## config.mk

```make
export PLATFORM = sky130hd
export DESIGN_NAME = alu_arb
export DESIGN_NICKNAME = d
export VERILOG_FILES = /design/src/rtl/alu_arb.sv
export SDC_FILE = /design/constraint.sdc
export NUM_CORES = 1
export LEC_CHECK = 0
export ABC_AREA = 1
export CAP_MARGIN = 20
export CELL_PAD_IN_SITES_DETAIL_PLACEMENT = 0
export CELL_PAD_IN_SITES_GLOBAL_PLACEMENT = 1
export CORE_ASPECT_RATIO = 1.25
export CORE_UTILIZATION = 23
export DETAILED_ROUTE_END_ITERATION = 10
export PLACE_DENSITY_LB_ADDON = 0.2
export SLEW_MARGIN = 20
export SYNTH_ARGS = -nofsm -noshare
export SYNTH_HDL_FRONTEND = slang
export SYNTH_SLANG_ARGS = --single-unit
```

## constraint.sdc

```tcl
create_clock -name clk -period 1.2 [get_ports clk]
set_input_delay 0.24 -clock clk [delete_from_list [all_inputs] [get_ports clk]]
set_output_delay 0.24 -clock clk [all_outputs]
set_load 0.05 [all_outputs]
```

## src/rtl/alu_arb.sv

```systemverilog
// alu_arb -- two-requester arbiter in front of one shared 8-bit ALU.
//
// Purpose:
//   Picks one of two requesters in IDLE and latches its opcode, operands
//   and shift amount into registered ALU drive lines. It then gives the
//   external ALU LAT cycles to settle, captures the result and flags, and
//   pulses done to the requester that was granted.
//
// Ports:
//   clk, rst                  clock and synchronous active-high reset
//   req0/req1                 operation requests
//   op*/a*/b*/shamt*          per-requester opcode, operands, shift amount
//   gnt0/gnt1                 one-cycle grant pulse
//   done0/done1               one-cycle completion pulse
//   res, res_flags            captured ALU result and flags
//   busy                      operation in flight (EXEC or DONE)
//   alu_a/alu_b/alu_op/alu_shamt  registered drive to the shared ALU
//   alu_out, alu_flags        shared ALU outputs
//
// Configuration:
//   ALU_ARB_RR_EN  defined   -> round-robin on a tie, using a last-winner pointer
//                  undefined -> req0 always wins a tie, and there is no pointer
//
// Parameter LAT (1..4) is the number of EXEC cycles before capture.

module alu_arb #(
  parameter int LAT = 1
) (
  input  logic       clk,
  input  logic       rst,
  input  logic       req0,
  input  logic       req1,
  input  logic [3:0] op0,
  input  logic [3:0] op1,
  input  logic [7:0] a0,
  input  logic [7:0] b0,
  input  logic [7:0] a1,
  input  logic [7:0] b1,
  input  logic [2:0] shamt0,
  input  logic [2:0] shamt1,
  output logic       gnt0,
  output logic       gnt1,
  output logic       done0,
  output logic       done1,
  output logic [7:0] res,
  output logic [3:0] res_flags,
  output logic       busy,
  output logic [7:0] alu_a,
  output logic [7:0] alu_b,
  output logic [3:0] alu_op,
  output logic [2:0] alu_shamt,
  input  logic [7:0] alu_out,
  input  logic [3:0] alu_flags
);

  typedef enum logic [1:0] {
    S_IDLE = 2'd0,
    S_EXEC = 2'd1,
    S_DONE = 2'd2
  } state_t;

  localparam logic [1:0] CNT_INIT = 2'(LAT - 1);

  state_t     r_state, w_next;
  logic [1:0] r_cnt;
  logic       r_who;        // requester that owns the operation in flight
  logic       r_gnt0, r_gnt1, r_done0, r_done1;
  logic [7:0] r_res, r_a, r_b;
  logic [3:0] r_flags, r_op;
  logic [2:0] r_shamt;
  logic       w_issue, w_capture, w_win1;

`ifdef ALU_ARB_RR_EN
  // The pointer resets to 1, so requester 0 wins the first tie.
  logic r_last;
  assign w_win1 = req1 & (~req0 | ~r_last);

  always_ff @(posedge clk) begin
    if (rst)          r_last <= 1'b1;
    else if (w_issue) r_last <= w_win1;
  end
`else
  assign w_win1 = req1 & ~req0;
`endif

  always_comb begin
    w_next    = r_state;
    w_issue   = 1'b0;
    w_capture = 1'b0;
    case (r_state)
      S_IDLE: if (req0 | req1) begin
        w_next  = S_EXEC;
        w_issue = 1'b1;
      end
      S_EXEC: if (r_cnt == 2'd0) begin
        w_next    = S_DONE;
        w_capture = 1'b1;
      end
      S_DONE:  w_next = S_IDLE;
      default: w_next = S_IDLE;
    endcase
  end

  always_ff @(posedge clk) begin
    if (rst) begin
      r_state <= S_IDLE;
      r_cnt   <= 2'd0;
      r_who   <= 1'b0;
      r_gnt0  <= 1'b0;
      r_gnt1  <= 1'b0;
      r_done0 <= 1'b0;
      r_done1 <= 1'b0;
      r_res   <= 8'd0;
      r_flags <= 4'd0;
      r_a     <= 8'd0;
      r_b     <= 8'd0;
      r_op    <= 4'd0;
      r_shamt <= 3'd0;
    end else begin
      r_state <= w_next;
      r_gnt0  <= w_issue & ~w_win1;
      r_gnt1  <= w_issue & w_win1;
      r_done0 <= w_capture & ~r_who;
      r_done1 <= w_capture & r_who;
      if (w_issue) begin
        // Operands are taken only here, so later changes on the request
        // side cannot disturb the operation in flight.
        r_who   <= w_win1;
        r_cnt   <= CNT_INIT;
        r_a     <= w_win1 ? a1 : a0;
        r_b     <= w_win1 ? b1 : b0;
        r_op    <= w_win1 ? op1 : op0;
        r_shamt <= w_win1 ? shamt1 : shamt0;
      end else if (r_state == S_EXEC && r_cnt != 2'd0) begin
        r_cnt <= r_cnt - 2'd1;
      end
      if (w_capture) begin
        r_res   <= alu_out;
        r_flags <= alu_flags;
      end
    end
  end

  assign gnt0      = r_gnt0;
  assign gnt1      = r_gnt1;
  assign done0     = r_done0;
  assign done1     = r_done1;
  assign res       = r_res;
  assign res_flags = r_flags;
  assign busy      = (r_state == S_EXEC) || (r_state == S_DONE);
  assign alu_a     = r_a;
  assign alu_b     = r_b;
  assign alu_op    = r_op;
  assign alu_shamt = r_shamt;

endmodule

```

After elaboration in Yosys (flattened, before gate mapping):

Index checks and enable logic that the tools add are counted.
Widths: inputs -> output; s select.

* register bits: 44
* input bits: 62
* output and inout port bits: 40
* logic and storage cells: 45

* $add $sub $neg: 1
* eq/ne operators: 4
* multiplexer cells: 11
* bitwise operators: 9
* reductions and logical operators: 7

Operators with widths (number)
* $mux 8: 2
* $and 1x1->1: 5
* $logic_not 2->1: 2
* $mux 1: 4
* $mux 2: 2
* $mux 4: 1
* $ne 2x2->1 const B: 2
* $pmux 2 s2: 1
* $mux 3: 1
* $not 1->1: 3
* $eq 2x1->1 const B: 1
* $eq 2x2->1 const B: 1
* $reduce_and 2->1: 1
* $reduce_bool 2->1: 1
* $reduce_or 2->1: 1
* $sub 2x1->2 const B: 1
* $logic_and 1x1->1: 1
* $logic_or 1x1->1: 1
* $or 1x1->1: 1

Longest topological paths before layout:

Gate-level depths: netlist of run 1.

* depth after elaboration: 4
* mapped depth: 7

Worst setup path after synthesis of run 1:

No wires, ideal clock.

* path kind: register -> register
* start point: reg r_state[0]
* end point: reg r_a[0] (netlist: alu_a[0])
* library setup time: 60 ps
* arrival: 1143 ps
* data required time: 1140 ps
* slack: -3 ps
* stages on the path, launching flop included: 8
* period minus slack after synthesis: 1203 ps
* cell sequence: dfxtp_1 > inv_1 > ha_1 > inv_1 > nor3_4 > buf_4 > nand2_1 > nand2_1

* longest elaborated chain between the ends: 2

RTL lines
* from (decl): line 64 `state_t r_state, w_next;`
* from (signal assigned): line 120 `r_state <= w_next;`
* $logic_not 2->1: line 90 `case (r_state)`
* $mux 1: line 90
* to (signal assigned): line 130 `r_a <= w_win1 ? a1 : a0;`
* to (decl): line 68 `logic [7:0] r_res, r_a, r_b;`

No other way between the ends.
A chain may end at the register's enable or synchronous reset.

Worst setup path in the final report of run 1:

* start point: reg r_state[0]
* end point: out busy

* longest elaborated chain between the ends: 2
* elaborated cells between the ends (all ways): 3
* classes of those cells: eq/ne: 2; reduce/logical: 1

RTL lines
* $eq 2x1->1 or $eq 2x2->1 (tied branches): line 150 `assign busy = (r_state == S_EXEC) || (r_state == S_DONE);`
* $logic_or 1x1->1 (*): line 150
* to (decl): line 47 `output logic busy,`

Mark *: on every way between the ends. The rest lies on a longest branch, timed or not.

==> run_results.csv, run 1 <==
group,metric,value,unit
floorplan,die_h,105,um
cells_and_area,final_common_cell,"nand2_1",
sta,period_share,110,%
placement,dpl.hpwl,4340,um
floorplan,io_pins,102,
sta,fin_setup_tns,-1.52,ns
cells_and_area,nets,476,
critical_path,crit_required,0.96,ns
detailed_routing,drtIter0Drc,49,
placement,placed_area,3560,um^2
yosys,ys_seq_area_share,45.4,%
sta,rsz0062_at_grt,"true",
cells_and_area,area_growth,112,%
yosys,synthTopCellsByArea,"dfxtp_1 (45%), nand2_1 (21%), nand3_1 (13%)",
floorplan,rows,37,
cells_and_area,filler_cell_count,775,
detailed_routing,wl,6530,um
cells_and_area,design_area,4120,um^2
detailed_routing,postRouteAntennaNets,0,
yosys,synth_cells,283,
placement,gp_congestion,0.720,
floorplan,initial_core_util,23.7,%
global_routing,antenna_found_initial,0,
placement,portBuffers,101,
clock_network,worst_skew_pair.late_latency,0.30,ns
sta,final-max-slew-violation-count,0,
yosys,post_synth_instance_area,1940,um^2
cells_and_area,diodes,0,
status,run_status,"finished, violations left",
status,failed_checks,"DRC, setup timing",
yosys,synth.distinct_cells,15,
worst_hold_path,hp-class,"flip-flop to flip-flop",
placement,pre_cts_ws,-0.616,ns
yosys,syn_area_per_cell,6.85,um^2
sta,whs,0.457,ns
detailed_routing,vias_per_cell,4.35,
detailed_routing,vias,2216,
critical_path,worstSetupPathType,"flip-flop to output port",
sta,setup_viol,34,
sta,slew_headroom,80.4,%
cells_and_area,final_cell_mix,"nand2_1 (85), clkdlybuf4s50_1 (58), buf_12 (44), dfxtp_1 (42), nand3_1 (41)",
clock_network,htree_num_levels,2,
sta,tightest_slew,0.293,ns
power,powerDensity,1240,nW/um^2
cells_and_area,drive_above_1_share,33.5,%
floorplan,die_w,84.1,um
global_routing,grt_use_total,14.5,%
detailed_routing,avgRoutedWirePerCell,12.8,um
clock_network,clk_pin_slew,0.09,ns
sta,timing.final.ws_setup,-0.125,ns
power,p_total,0.00511,W
critical_path,cp-start-kind,"flip-flop",
clock_network,cts.path.max_buffers,2,
global_routing,globalRoute.totalOverflow,0,
clock_network,numCtsBuffers,5,
sta,hold_viol_final,0,
global_routing,grt_max_degree,28,
sta,skew,0.00808,ns
critical_path,cp.arrival,1.08,ns
floorplan,coreArea,8190,um^2
sta,period_needed,1.32,ns
global_routing,grt_pass1_wl,10200,um
power,peakVddDrop,0.495,mV
clock_network,cts-root-buf,"clkbuf_8",
run,drv_cap,0,
detailed_routing,drc,10,
clock_network,cts_tree,"yes",
clock_network,cts.sink_count,44,
yosys,synth_nets,348,
floorplan,dieArea,8800,um^2
detailed_routing,first_pass_iters,7,
global_routing,grt_pass1_vias,2129,
critical_path,crit_fanout,2,
yosys,synth_top_area_share,45.4,%
critical_path,cp-end-kind,"output port",
power,p_leak,1.84,nW
sta,fmax,0.755,GHz
yosys,synth-seq-cells,44,
yosys,yosysTopAreaCell,"dfxtp_1",
yosys,ys_warn_count,0,
-- final timing paths --
kind,from,endpoint,slack (ns),cells past startpoint
worst min register to register,r_who,done0,0.46,1
worst max register to register,r_state[0],alu_shamt[1],-0.10,8
worst min-delay path,r_who,done0,0.46,1
worst max-delay path,r_state[0],busy,-0.12,3
-- cells by family after synthesis --
kind of cell / Yosys count / share of synthesized area (%)
flip-flops: 44 / 45.4
AO/OA/AOI/OAI: 15 / 4.07
adder cells (fa/ha/maj): 3 / 1.94
buffers and inverters: 30 / 7.55
AND/OR/NAND/NOR: 191 / 41.0
-- synth_stat cells (all sizes together) --
cell type  count
ha             3
buf           14
nor2          30
nor3           4
clkbuf         4
dfxtp         44
a21oi          2
inv           12
nand2        108
nand3         49
o21ai         13
-- power breakdown --
part | switching, W | internal [W] | leakage (nW)
sequential | 0.000154 | 0.00161 | 0.363
combinational | 0.00106 | 0.00113 | 1.42
clock | 0.000526 | 0.000619 | 0.0552
total | 0.00174 | 0.00336 | 1.84
-- final cells by class --
cell class / count / area, um^2 / share of cell area [%]
well taps: 97 / 121 / 2.95
multi-input cells: 210 / 1110 / 27.0
repair inverters: 1 / 7.51 / 0.182
repair buffers: 137 / 1830 / 44.5
clock inverters: 2 / 35.0 / 0.851
flip-flops and latches: 44 / 883 / 21.5
clock buffers: 6 / 72.6 / 1.76
inverters: 12 / 52.6 / 1.28
-- through the flow --
stage	std cells	utilization, %
final	509	50.2
after global routing	509	50.2
after CTS	501	46.5
after detailed placement	485	43.4
after global placement	485	43.4
after floorplan	283	-
-- flip-flops by register name, indices dropped and copies added, names as in the netlist, 2 cells and up --
name	flops
alu_a	8
alu_b	8
alu_op	4
alu_shamt	3
r_cnt	2
r_state	2
res	8
res_flags	4
-- critical path, cell delays in order, from the launching register on --
cell     delay [ns]
dfxtp_2        0.35
inv_2          0.05
ha_4           0.26
buf_12         0.13
-- repair_timing --
action / in CTS / in global routing
setup endpoints to repair: 42 / 43
setup buffers: 6 / 4
cloned: 2 / 4
pin swaps: 8 / 12
resized for setup: 25 / 53
hold buffers: 0 / 0
-- layer usage --
layer,part of all wire [%],up-vias,track usage (%)
met5,0,-,0
met4,1.4,0,5.17
met3,5.0,8,2.61
met2,54,60,26.9
met1,40,997,16.3
li1,-,1151,-
Note: power is estimated with default switching activity, not from simulation.
==> run 2: changes to the inputs <==
--- a/config.mk
+++ b/config.mk
@@ -9,7 +9,6 @@
 export CAP_MARGIN = 20
 export CELL_PAD_IN_SITES_DETAIL_PLACEMENT = 0
 export CELL_PAD_IN_SITES_GLOBAL_PLACEMENT = 1
-export CORE_ASPECT_RATIO = 1.25
 export CORE_UTILIZATION = 23
 export DETAILED_ROUTE_END_ITERATION = 10
 export PLACE_DENSITY_LB_ADDON = 0.2
==> run_results.csv, run 2 (synthesis gave the netlist of run 1 again) <==
group,metric,value,unit
status,run_status,"finished, violations left",
status,failed_checks,"setup timing",
cells_and_area,diodes,0,
placement,pre_cts_ws,-0.658,ns
detailed_routing,drc,0,
critical_path,crit_fanout,2,
clock_network,hold_buffers,0,
cells_and_area,final_common_cell,"nand2_1",
floorplan,die_h,93.8,um
sta,setup_viol,27,
clock_network,htree_num_levels,2,
critical_path,worstSetupPathType,"flip-flop to output port",
global_routing,globalRoute.totalOverflow,0,
placement,dp.cells,493,
sta,timing.final.ws_setup,-0.118,ns
detailed_routing,first_pass_iters,4,
critical_path,cp.arrival,1.08,ns
critical_path,crit_required,0.96,ns
cells_and_area,final_cell_mix,"nand2_1 (89), clkdlybuf4s50_1 (59), nand3_1 (48), buf_12 (44), dfxtp_1 (42)",
run,drv_cap,0,
clock_network,clk_pin_slew,0.08,ns
sta,hold_viol_final,0,
sta,slew_headroom,77.7,%
global_routing,grt_pass1_wl,10000,um
cells_and_area,nets,470,
power,powerDensity,1240,nW/um^2
placement,dpl.hpwl,4360,um
power,peakVddDrop,0.572,mV
sta,final-max-slew-violation-count,0,
clock_network,cts.sink_count,44,
clock_network,cts.path.max_buffers,2,
global_routing,grt_use_total,15.0,%
detailed_routing,avgRoutedWirePerCell,12.4,um
worst_hold_path,hold_depth,2,
power,p_leak,1.77,nW
detailed_routing,vias_per_cell,4.24,
global_routing,grt_max_degree,28,
cells_and_area,drive_above_1_share,31.0,%
placement,portBuffers,101,
detailed_routing,drtIter0Drc,84,
global_routing,antenna_found_initial,0,
floorplan,die_w,93.8,um
clock_network,cts-root-buf,"clkbuf_8",
sta,rsz0062_at_grt,"true",
floorplan,io_pins,102,
floorplan,coreArea,8180,um^2
detailed_routing,wl,6320,um
sta,fmax,0.759,GHz
detailed_routing,postRouteAntennaNets,0,
detailed_routing,vias,2167,
placement,gp_congestion,0.712,
floorplan,rows,33,
clock_network,numCtsBuffers,5,
critical_path,r2r_cells,7,
sta,fin_setup_tns,-0.948,ns
power,p_total,0.00495,W
critical_path,cp-end-kind,"output port",
clock_network,worst_skew_pair.late_latency,0.30,ns
sta,period_share,110,%
floorplan,initial_core_util,23.7,%
global_routing,grt_pass1_vias,2024,
floorplan,dieArea,8800,um^2
clock_network,cts_tree,"yes",
worst_hold_path,hp-class,"flip-flop to flip-flop",
cells_and_area,finalNonFillerCells,511,
sta,whs,0.473,ns
critical_path,cp-start-kind,"flip-flop",
sta,skew,0.00698,ns
sta,period_needed,1.32,ns
cells_and_area,area_growth,106,%
sta,tightest_slew,0.334,ns
[run 2: changes by cell type in the layout (fill, tap and decap cells not counted), moves of 3 or more]
cell	change
nand3_1	+7
nand3_2	-7
nand2_2	-6
nand2_1	+4
buf_6	-3
clkbuf_16	-3
[run 2: critical path: stages (launching register included)]
cell and delay [ns]:
dfxtp_2 0.34, inv_2 0.05, ha_4 0.27, buf_12 0.13
[run 2: worst paths after layout]
path	start	to	slack, ns
max	r_state[0]	busy	-0.12
min	r_who	done1	0.47
max reg2reg	r_state[0]	alu_b[7]	-0.08
min reg2reg	r_who	done1	0.47
[run 2: stage by stage]
step | utilization [%] | instance area (um^2)
after floorplan | - | 1940
after global placement | 43.7 | 3570
after detailed placement | 43.7 | 3570
after CTS | 47.3 | 3870
after global routing | 48.8 | 3990
final | 48.8 | 3990
[run 2: area by class of cell]
cell class	instances	area, um^2
clock buffers	6	72.6
clock inverters	2	35.0
fillers	821	4180
inverters	12	55.1
multi-input cells	210	1090
flip-flops and latches	44	883
well taps	105	131
repair buffers	132	1720
[run 2: what timing repair did]
| item | 4_1_cts | 5_1_grt |
|---|---|---|
| resized for setup | 43 | 29 |
| hold endpoints to repair | 0 | 0 |
| buffers inserted | 6 | 2 |
| pin swaps | 2 | 7 |
| gates cloned | 1 | 1 |
| setup endpoints to repair | 43 | 44 |
[run 2: per-layer routing]
metal / GRT usage (%) / share of wire, %
met3: 5.34 / 7.6
met4: 4.62 / 1.2
met2: 26.3 / 50
met1: 17.0 / 42
met5: 0 / 0
[run 2: power breakdown]
part	switching (W)	total, W	leakage [nW]	internal, W
clock	0.000508	0.00113	0.0552	0.000618
combinational	0.00102	0.00206	1.35	0.00104
sequential	0.000155	0.00177	0.363	0.00161
total	0.00168	0.00495	1.77	0.00327
==> run 3: changes to the inputs <==
--- a/config.mk
+++ b/config.mk
@@ -16,3 +16,4 @@
 export SYNTH_ARGS = -nofsm -noshare
 export SYNTH_HDL_FRONTEND = slang
 export SYNTH_SLANG_ARGS = --single-unit
+export TNS_END_PERCENT = 30
==> run_results.csv, run 3 (synthesis gave the netlist of run 1 again) <==
group,metric,value,unit
status,run_status,"finished, violations left",
status,failed_checks,"setup timing",
clock_network,htree_num_levels,2,
placement,dpl.hpwl,4360,um
sta,slew_headroom,77.3,%
detailed_routing,wl_met2,2960,um
critical_path,crit_fanout,2,
run,drv_cap,0,
sta,fmax,0.758,GHz
sta,fin_setup_tns,-0.138,ns
floorplan,die_h,93.8,um
clock_network,cts-root-buf,"clkbuf_8",
placement,portBuffers,101,
cells_and_area,drive_above_1_share,25.6,%
global_routing,grt_pass1_vias,2010,
clock_network,cts_tree,"yes",
worst_hold_path,hold_depth,2,
detailed_routing,avgRoutedWirePerCell,12.0,um
critical_path,crit_required,0.96,ns
clock_network,worst_skew_pair.late_latency,0.30,ns
cells_and_area,final_cell_mix,"nand2_1 (104), clkdlybuf4s50_1 (58), nand3_1 (47), buf_12 (44), dfxtp_1 (42)",
clock_network,cts.path.max_buffers,2,
power,p_leak,1.74,nW
power,powerDensity,1260,nW/um^2
sta,tightest_slew,0.340,ns
sta,final-max-slew-violation-count,0,
cells_and_area,diodes,0,
detailed_routing,met3_length,459,um
clock_network,clk_pin_slew,0.08,ns
floorplan,initial_core_util,23.7,%
detailed_routing,drtIter0Drc,90,
worst_hold_path,hold_end,"done1",
sta,rsz0062_at_grt,"true",
cells_and_area,final_common_cell,"nand2_1",
sta,setup_viol,6,
detailed_routing,vias_per_cell,4.20,
detailed_routing,drc,0,
worst_hold_path,hold_start,"r_who",
cells_and_area,final_util,47.3,%
critical_path,cp.arrival,1.08,ns
global_routing,grt_pass1_wl,9960,um
critical_path,r2r_cells,8,
placement,gp_congestion,0.712,
cells_and_area,area_growth,99.5,%
sta,period_needed,1.32,ns
sta,hold_viol_final,0,
floorplan,rows,33,
floorplan,dieArea,8800,um^2
sta,skew,0.00686,ns
detailed_routing,wl_met1,2590,um
critical_path,rrSetupSlack,-0.01,ns
clock_network,numCtsBuffers,5,
detailed_routing,routed.top_layer,"met4",
sta,period_share,110,%
global_routing,globalRoute.totalOverflow,0,
detailed_routing,vias,2127,
critical_path,timing.rr.end,"res[7]",
global_routing,grt_max_degree,28,
floorplan,coreArea,8180,um^2
critical_path,cp-end-kind,"output port",
detailed_routing,postRouteAntennaNets,0,
global_routing,antenna_found_initial,0,
placement,pre_cts_ws,-0.658,ns
floorplan,io_pins,102,
sta,timing.final.ws_setup,-0.119,ns
critical_path,cp-start-kind,"flip-flop",
sta,whs,0.467,ns
critical_path,reg2reg_from,"r_state[1]",
global_routing,grt_use_total,15.0,%
power,peakVddDrop,0.579,mV
clock_network,cts.sink_count,44,
cells_and_area,nets,466,
detailed_routing,first_pass_iters,4,
critical_path,worstSetupPathType,"flip-flop to output port",
detailed_routing,wl,6090,um
floorplan,die_w,93.8,um
worst_hold_path,hp-class,"flip-flop to flip-flop",
==> run 3: report_power, final <==
part | switching, W | internal, W | total [W] | leakage [nW]
registers | 0.000153 | 0.00161 | 0.00176 | 0.363
clock network | 0.000505 | 0.000618 | 0.00112 | 0.0552
logic | 0.000978 | 0.000991 | 0.00197 | 1.32
total | 0.00164 | 0.00322 | 0.00486 | 1.74
==> run 3: critical path: stages, from the launching register on <==
cell and delay [ns]:
dfxtp_2 0.34, inv_2 0.05, ha_4 0.27, buf_12 0.13
==> run 3: area by class of cell <==
cell class / instances / area (um^2)
flip-flops and latches: 44 / 883
multi-input cells: 210 / 1020
clock inverters: 2 / 35.0
repair buffers: 128 / 1680
clock buffers: 6 / 72.6
fillers: 822 / 4310
well taps: 105 / 131
inverters: 12 / 48.8
==> run 3: layer usage <==
layer	global-route usage (%)	vias up
met5	0	-
met4	4.62	0
met3	5.34	6
met2	25.8	68
met1	17.2	919
li1	-	1134
==> run 3: per-stage QoR <==
| step | instances | total power (W) | instance area (um^2) |
|---|---|---|---|
| floorplan | 283 | 0.00260 | 1940 |
| global placement | 493 | 0.00363 | 3570 |
| detailed placement | 493 | 0.00364 | 3570 |
| CTS | 507 | 0.00490 | 3820 |
| global route | 507 | 0.00512 | 3870 |
| finish | 507 | 0.00486 | 3870 |
==> run 3: what timing repair did <==
action / CTS / global route
hold buffers: 0 / 0
gates cloned: 1 / 0
resized for setup: 25 / 16
pin swaps: 2 / 3
hold endpoints to repair: 0 / 0
setup endpoints to repair: 43 / 43
setup buffers: 5 / 0
==> run 3: how the worst max path moves through the flow <==
stage,from,endpoint,slack (ns),cells after the start
global route,r_state[1],busy,-0.16,3
global placement,req1,alu_shamt[0],-0.63,5
finish,r_state[0],busy,-0.12,3
CTS,r_state[0],busy,-0.12,3
floorplan,r_state[0],alu_a[0],-0.003,7
detailed placement,req1,alu_b[6],-0.66,5
